**src/rtl/key_autorepeat_if.sv**
```systemverilog
// Key conditioner signal bundle: raw key and repeat enable in, debounced
// level and one-cycle strobes out.
interface key_autorepeat_if;
  logic key_i;
  logic repeat_en_i;
  logic held_o;
  logic press_o;
  logic repeat_o;
  logic release_o;

  modport master (
    output key_i,
    output repeat_en_i,
    input  held_o,
    input  press_o,
    input  repeat_o,
    input  release_o
  );

  modport slave (
    input  key_i,
    input  repeat_en_i,
    output held_o,
    output press_o,
    output repeat_o,
    output release_o
  );
endinterface

```
**src/rtl/key_autorepeat.sv**
```systemverilog
// Synchronises and debounces one active-low key, then emits press, release
// and auto-repeat strobes for the downstream counter path.
module key_autorepeat #(
  parameter int DEBOUNCE_CYCLES      = 2_000_000,
  parameter int REPEAT_DELAY_CYCLES  = 50_000_000,
  parameter int REPEAT_PERIOD_CYCLES = 10_000_000
) (
  input logic             clk100_i,
  input logic             rstn_i,
  key_autorepeat_if.slave kbd
);

  localparam int DB_W    = $clog2(DEBOUNCE_CYCLES) + 1;
  localparam int RPT_MAX = (REPEAT_DELAY_CYCLES > REPEAT_PERIOD_CYCLES) ?
                           REPEAT_DELAY_CYCLES : REPEAT_PERIOD_CYCLES;
  localparam int RPT_W   = $clog2(RPT_MAX) + 1;

  localparam logic [DB_W-1:0]  DB_LAST     = DB_W'(DEBOUNCE_CYCLES);
  localparam logic [RPT_W-1:0] DELAY_LAST  = RPT_W'(REPEAT_DELAY_CYCLES - 1);
  localparam logic [RPT_W-1:0] PERIOD_LAST = RPT_W'(REPEAT_PERIOD_CYCLES - 1);

  typedef enum logic [1:0] {
    ST_IDLE,
    ST_HOLD,
    ST_REPEAT
  } state_t;

  logic [1:0]       sync_q;
  logic             ks;
  logic             mismatch;
  logic             db_done;
  logic             accept_press;
  logic             accept_release;
  logic [DB_W-1:0]  db_cnt_q;
  logic             held_q;

  state_t           state_q, state_n;
  logic [RPT_W-1:0] rpt_tmr_q, rpt_tmr_n;
  logic             press_q, press_n;
  logic             repeat_q, repeat_n;
  logic             release_q, release_n;

  always_ff @(posedge clk100_i or negedge rstn_i) begin
    if (!rstn_i) begin
      sync_q <= 2'b11;
    end else begin
      sync_q <= {sync_q[0], kbd.key_i};
    end
  end

  assign ks       = sync_q[1];
  assign mismatch = (~ks) != held_q;
  assign db_done  = mismatch && (db_cnt_q == DB_LAST);

  assign accept_press   = db_done && !held_q;
  assign accept_release = db_done && held_q;

  // The level flips one cycle after the count has reached its terminal value,
  // which is what puts the accepted edge DEBOUNCE_CYCLES+2 after first sample.
  always_ff @(posedge clk100_i or negedge rstn_i) begin
    if (!rstn_i) begin
      db_cnt_q <= '0;
      held_q   <= 1'b0;
    end else if (!mismatch) begin
      db_cnt_q <= '0;
    end else if (db_done) begin
      db_cnt_q <= '0;
      held_q   <= ~held_q;
    end else begin
      db_cnt_q <= db_cnt_q + DB_W'(1);
    end
  end

  always_ff @(posedge clk100_i or negedge rstn_i) begin
    if (!rstn_i) begin
      state_q   <= ST_IDLE;
      rpt_tmr_q <= '0;
      press_q   <= 1'b0;
      repeat_q  <= 1'b0;
      release_q <= 1'b0;
    end else begin
      state_q   <= state_n;
      rpt_tmr_q <= rpt_tmr_n;
      press_q   <= press_n;
      repeat_q  <= repeat_n;
      release_q <= release_n;
    end
  end

  // Release is checked first in both held states so it always beats a repeat
  // falling due on the same cycle.
  always_comb begin
    state_n   = state_q;
    rpt_tmr_n = rpt_tmr_q;
    press_n   = 1'b0;
    repeat_n  = 1'b0;
    release_n = 1'b0;

    case (state_q)
      ST_IDLE: begin
        rpt_tmr_n = '0;
        if (accept_press) begin
          state_n = ST_HOLD;
          press_n = 1'b1;
        end
      end

      ST_HOLD: begin
        if (accept_release) begin
          state_n   = ST_IDLE;
          release_n = 1'b1;
          rpt_tmr_n = '0;
        end else if (!kbd.repeat_en_i) begin
          rpt_tmr_n = '0;
        end else if (rpt_tmr_q == DELAY_LAST) begin
          state_n   = ST_REPEAT;
          press_n   = 1'b1;
          repeat_n  = 1'b1;
          rpt_tmr_n = '0;
        end else begin
          rpt_tmr_n = rpt_tmr_q + RPT_W'(1);
        end
      end

      ST_REPEAT: begin
        if (accept_release) begin
          state_n   = ST_IDLE;
          release_n = 1'b1;
          rpt_tmr_n = '0;
        end else if (!kbd.repeat_en_i) begin
          state_n   = ST_HOLD;
          rpt_tmr_n = '0;
        end else if (rpt_tmr_q == PERIOD_LAST) begin
          press_n   = 1'b1;
          repeat_n  = 1'b1;
          rpt_tmr_n = '0;
        end else begin
          rpt_tmr_n = rpt_tmr_q + RPT_W'(1);
        end
      end

      default: begin
        state_n   = ST_IDLE;
        rpt_tmr_n = '0;
      end
    endcase
  end

  assign kbd.held_o    = held_q;
  assign kbd.press_o   = press_q;
  assign kbd.repeat_o  = repeat_q;
  assign kbd.release_o = release_q;

endmodule

```
**src/flat_wrapper.sv**
```systemverilog
// flat-port wrapper written by rule: the top's interface ports become plain ports
module key_autorepeat_flat 
#(
  parameter int DEBOUNCE_CYCLES      = 2_000_000,
  parameter int REPEAT_DELAY_CYCLES  = 50_000_000,
  parameter int REPEAT_PERIOD_CYCLES = 10_000_000
)
  (clk100_i, rstn_i, kbd_key_i, kbd_repeat_en_i, kbd_held_o, kbd_press_o, kbd_repeat_o, kbd_release_o);
  key_autorepeat_if kbd_i ();
  input logic clk100_i;
  input logic rstn_i;
  input wire logic [$bits(kbd_i.key_i)-1:0] kbd_key_i;
  input wire logic [$bits(kbd_i.repeat_en_i)-1:0] kbd_repeat_en_i;
  output wire logic [$bits(kbd_i.held_o)-1:0] kbd_held_o;
  output wire logic [$bits(kbd_i.press_o)-1:0] kbd_press_o;
  output wire logic [$bits(kbd_i.repeat_o)-1:0] kbd_repeat_o;
  output wire logic [$bits(kbd_i.release_o)-1:0] kbd_release_o;
  assign kbd_i.key_i = kbd_key_i;
  assign kbd_i.repeat_en_i = kbd_repeat_en_i;
  assign kbd_held_o = kbd_i.held_o;
  assign kbd_press_o = kbd_i.press_o;
  assign kbd_repeat_o = kbd_i.repeat_o;
  assign kbd_release_o = kbd_i.release_o;
  key_autorepeat #(.DEBOUNCE_CYCLES(DEBOUNCE_CYCLES), .REPEAT_DELAY_CYCLES(REPEAT_DELAY_CYCLES), .REPEAT_PERIOD_CYCLES(REPEAT_PERIOD_CYCLES)) u_core (.clk100_i(clk100_i), .rstn_i(rstn_i), .kbd(kbd_i));
endmodule
```
**config.mk**
```make
export PLATFORM = sky130hd
export DESIGN_NAME = key_autorepeat_flat
export DESIGN_NICKNAME = d
export VERILOG_FILES = /design/src/rtl/key_autorepeat_if.sv /design/src/rtl/key_autorepeat.sv /design/src/flat_wrapper.sv
export SDC_FILE = /design/constraint.sdc
export NUM_CORES = 1
export LEC_CHECK = 0
export ABC_CLOCK_PERIOD_IN_PS = 3000
export CELL_PAD_IN_SITES_DETAIL_PLACEMENT = 0
export CELL_PAD_IN_SITES_GLOBAL_PLACEMENT = 1
export CORE_ASPECT_RATIO = 1.25
export CORE_MARGIN = 8
export CORE_UTILIZATION = 36
export DETAILED_ROUTE_END_ITERATION = 7
export GPL_TIMING_DRIVEN = 0
export PLACE_DENSITY = 0.66
export SLEW_MARGIN = 20
export SYNTH_ARGS = -nofsm -noshare
export SYNTH_HDL_FRONTEND = slang
export SYNTH_SLANG_ARGS = --single-unit
```
**constraint.sdc**
```tcl
create_clock -name clk100_i -period 3 [get_ports clk100_i]
set_input_delay 0.45 -clock clk100_i [delete_from_list [all_inputs] [get_ports clk100_i]]
set_output_delay 0.45 -clock clk100_i [all_outputs]
set_load 0.02 [all_outputs]
```
==> metrics.json <==
{
  "routing": {
    "detail_route.iter0.violations": 57,
    "routed-via-count": 2200,
    "number_of_search_and_repair_iterations_in_the_first_detailed_routing_pass": 4,
    "ant_nets": 0,
    "wl_per_cell_um": 14.9,
    "drc": 0,
    "drt-vias-per-instance": 5.14,
    "routed_wirelength_um": 6370
  },
  "run_status": {
    "run_status": "finished, final reports clean"
  },
  "power_and_ir_drop": {
    "seqPwrFrac": 0.492,
    "netSwitchingFraction": 0.220,
    "clkPwrFrac": 0.470,
    "power_per_cell_area_mw_per_mm2": 464,
    "cell_internal_pwr_mw": 1.25,
    "pwr-share-comb": 0.038,
    "power_spent_charging_and_discharging_nets_mw": 0.352,
    "leakage_nw": 1.45,
    "ir_worst_vdd_mv": 0.248
  },
  "global_routing": {
    "largest_net_degree_at_the_start_of_global_routing": 37,
    "overall_global_routing_resource_usage": 0.120,
    "grt_pass1_vias": 2267,
    "global_route_wire_length_before_repair_um": 11200,
    "antenna_found_initial": 0,
    "globalRoute.totalOverflow": 0
  },
  "clock_network": {
    "total_number_of_h_tree_levels": 3,
    "clock_latency_ps": 330,
    "cts_buffers": 9,
    "clk_root_buffer_cell": "sky130_fd_sc_hd__clkbuf_8",
    "cts_buffer_depth": 2,
    "cts_tree": "built",
    "cts.repair.resized": 0,
    "cts.clk_slew.worst_paths_ps": 60,
    "total_clock_sinks": 57
  },
  "cells_and_area": {
    "n_antenna_cell": 0,
    "area_growth_syn_to_layout_pct": 14.1,
    "n_fill_cell": 810,
    "ff_latch_area_mm2": 0.00143,
    "finalCoreUtilization": 0.421,
    "final_nets": 337,
    "final_common_cell": "sky130_fd_sc_hd__nor2_1",
    "most-common-layout-cells": "sky130_fd_sc_hd__nor2_1, sky130_fd_sc_hd__dfrtp_1, sky130_fd_sc_hd__xor2_1",
    "combined_area_of_the_multi_input_logic_cells_mm2": 0.00151,
    "final_layout_size_suffix_gt1_frac": 0.109
  },
  "worst_setup_path": {
    "timing.critical_path.from_type": "flip-flop",
    "critical_path_source": "u_core.db_cnt_q[3]",
    "required_arrival_time_at_the_worst_endpoint_ps": 3220,
    "timing.reg2reg.worst_path_depth": 6,
    "worstSetupEndpointType": "flip-flop",
    "crit-reg2reg-launch": "u_core.db_cnt_q[3]",
    "worstPathMaxFanout": 10,
    "crit_path_kind": "flip-flop to flip-flop",
    "worst-endpoint-arrival_ps": 2500
  },
  "synthesis": {
    "synthesis.nets": 317,
    "ys_seq_elements": 57,
    "post_synth_num_cell_types": 48,
    "syn-cell-area_mm2": 0.00303,
    "synth_cells": 306,
    "number_of_flops_mapped_to_enable_cells_by_yosys": 0,
    "ys_warn_count": 0,
    "postSynthAreaPerCell_um2": 9.89,
    "ys.flop_type": "sky130_fd_sc_hd__dfrtp_1",
    "synth-seq-area-share": 0.472,
    "synth-async-reset-ratio": 1.00
  },
  "sta": {
    "postLayoutSetupSlackWorst_ps": 724,
    "tns_ps": 0,
    "clock.fmax_ghz": 0.439,
    "finalMaxSlewViolations": 0,
    "finalSetupViolCount": 0,
    "finalWorstPathRequiredPeriod_ps": 2280,
    "fin_crit_sh": 0.759,
    "worst-slew-pin-transition_ps": 886,
    "normalized_max_slew_margin": 0.404,
    "clock_skew_ps": 5.33,
    "finalHoldViolCount": 0,
    "grt_setup_unrepaired": "no"
  },
  "worst_hold_path": {
    "timing.hold.worst_path_depth": 0,
    "hold_path.class": "flip-flop to flip-flop",
    "holdCritStartpoint": "u_core.sync_q[0]"
  },
  "floorplan": {
    "die_height_um": 118,
    "initial_utilization": 0.369,
    "die_width_um": 98.0,
    "die-area_mm2": 0.0116,
    "num_rows": 37,
    "io-pin-count": 8,
    "core_area_mm2": 0.00819
  },
  "place": {
    "gpl.final_weighted_congestion": 0.769,
    "dp_worst_setup_slack_ps": 703,
    "io_buffer_count": 7,
    "dp_hpwl_um": 4520
  },
  "run": {
    "max_cap_violations": 0
  }
}
-- synthesized netlist by cell type (2+ instances only) --
master / number / area, µm²
sky130_fd_sc_hd__nand2b_1: 2 / 12.5
sky130_fd_sc_hd__nor2_1: 59 / 221
sky130_fd_sc_hd__nor4_2: 2 / 25.0
sky130_fd_sc_hd__and4_1: 4 / 35.0
sky130_fd_sc_hd__buf_6: 3 / 33.8
sky130_fd_sc_hd__ha_1: 7 / 87.6
sky130_fd_sc_hd__nor3_1: 6 / 30.0
sky130_fd_sc_hd__a21oi_1: 2 / 10.0
sky130_fd_sc_hd__buf_2: 2 / 10.0
sky130_fd_sc_hd__xnor2_1: 19 / 166
sky130_fd_sc_hd__o21ai_0: 3 / 15.0
sky130_fd_sc_hd__nand2_1: 24 / 90.1
sky130_fd_sc_hd__inv_1: 10 / 37.5
sky130_fd_sc_hd__or4_1: 2 / 15.0
sky130_fd_sc_hd__dfrtp_1: 55 / 1380
sky130_fd_sc_hd__nand4_1: 13 / 81.3
sky130_fd_sc_hd__nor4_1: 8 / 50.1
sky130_fd_sc_hd__a21boi_1: 2 / 15.0
sky130_fd_sc_hd__clkbuf_1: 2 / 7.51
sky130_fd_sc_hd__nor4bb_1: 2 / 20.0
sky130_fd_sc_hd__xor2_1: 25 / 219
sky130_fd_sc_hd__and3_1: 7 / 43.8
sky130_fd_sc_hd__dfstp_2: 2 / 52.6
sky130_fd_sc_hd__o31a_1: 2 / 17.5
sky130_fd_sc_hd__nand3_1: 19 / 95.1
sky130_fd_sc_hd__nand4_2: 2 / 25.0
-- state kept, by name, indices dropped and copies added, names as in the netlist --
| signal | cells |
|---|---|
| u_core.rpt_tmr_q | 27 |
| u_core.db_cnt_q | 22 |
| u_core.state_q | 2 |
| u_core.sync_q | 2 |
| u_core.kbd.held_o | 1 |
| u_core.kbd.press_o | 1 |
| u_core.kbd.release_o | 1 |
| u_core.kbd.repeat_o | 1 |
-- power groups by stage --
stage	Clock (mW)	Sequential (mW)	Combinational (mW)
floorplan	0	0.799	0.0286
global placement	0	0.801	0.0592
detailed placement	0	0.802	0.0625
CTS	0.774	0.787	0.0637
global route	0.805	0.788	0.0705
finish	0.753	0.787	0.0609
-- through the flow --
| stage | hold slack (ps) | power [mW] | instances | cell area (µm²) |
|---|---|---|---|---|
| global route | 368 | 1.66 | 428 | 3450 |
| detailed placement | 354 | 0.864 | 411 | 3230 |
| finish | 361 | 1.60 | 428 | 3450 |
| global placement | 347 | 0.861 | 410 | 3220 |
| floorplan | 154 | 0.828 | 306 | 3030 |
| CTS | 363 | 1.62 | 428 | 3450 |
-- cell families (layout without fill, tap and decap cells) --
group,count (synthesis),count (layout),synth area share
buffers and inverters,17,42,0.0294
DFF,57,57,0.472
and+or+nand+nor,164,164,0.294
muxes,1,1,0.00331
xor gates and xnor gates,44,44,0.127
adders and majority gates,7,7,0.0289
AOI/OAI and AO/OA,16,16,0.0443
-- worst paths after layout --
kind,endpoint,slack [ps]
max,u_core.rpt_tmr_q[25],720
min,u_core.sync_q[1],360
max reg2reg,u_core.rpt_tmr_q[25],720
min reg2reg,u_core.sync_q[1],360
max in group asynchronous,u_core.sync_q[1],1870
min in group asynchronous,u_core.rpt_tmr_q[19],560
-- layer usage --
metal / up-vias / track usage / part of all wire
li1: 1099 / - / -
met3: 9 / 0.0329 / 0.022
met1: 1081 / 0.135 / 0.44
met5: - / 0 / 0
met4: 0 / 0.0440 / 0.016
met2: 11 / 0.210 / 0.52
-- worst max-delay path, cell delays in order (launching register included) --
cell	delay, ps
sky130_fd_sc_hd__dfrtp_1	430
sky130_fd_sc_hd__nor4_1	500
sky130_fd_sc_hd__nand2_1	230
sky130_fd_sc_hd__o311ai_0	440
sky130_fd_sc_hd__o21bai_4	280
sky130_fd_sc_hd__buf_6	210
sky130_fd_sc_hd__nor2_1	60
-- timing repair --
| action | 4_1_cts | 5_1_grt |
|---|---|---|
| endpoints found under the hold margin | 2 | 0 |
| setup buffers | 0 | 0 |
| hold buffers | 1 | 0 |
| setup endpoints to repair | 0 | 0 |
-- area by class of cell --
| cell class | instances | area share |
|---|---|---|
| buffer | 7 | 0.0149 |
| multi-input combinational | 232 | 0.437 |
| tap | 97 | 0.0352 |
| clock inverter | 2 | 0.0101 |
| inverter | 10 | 0.0109 |
| sequential | 57 | 0.414 |
| clock buffer | 14 | 0.0500 |
| timing repair buffer | 9 | 0.0283 |
Power figures use the tool's default switching activity.
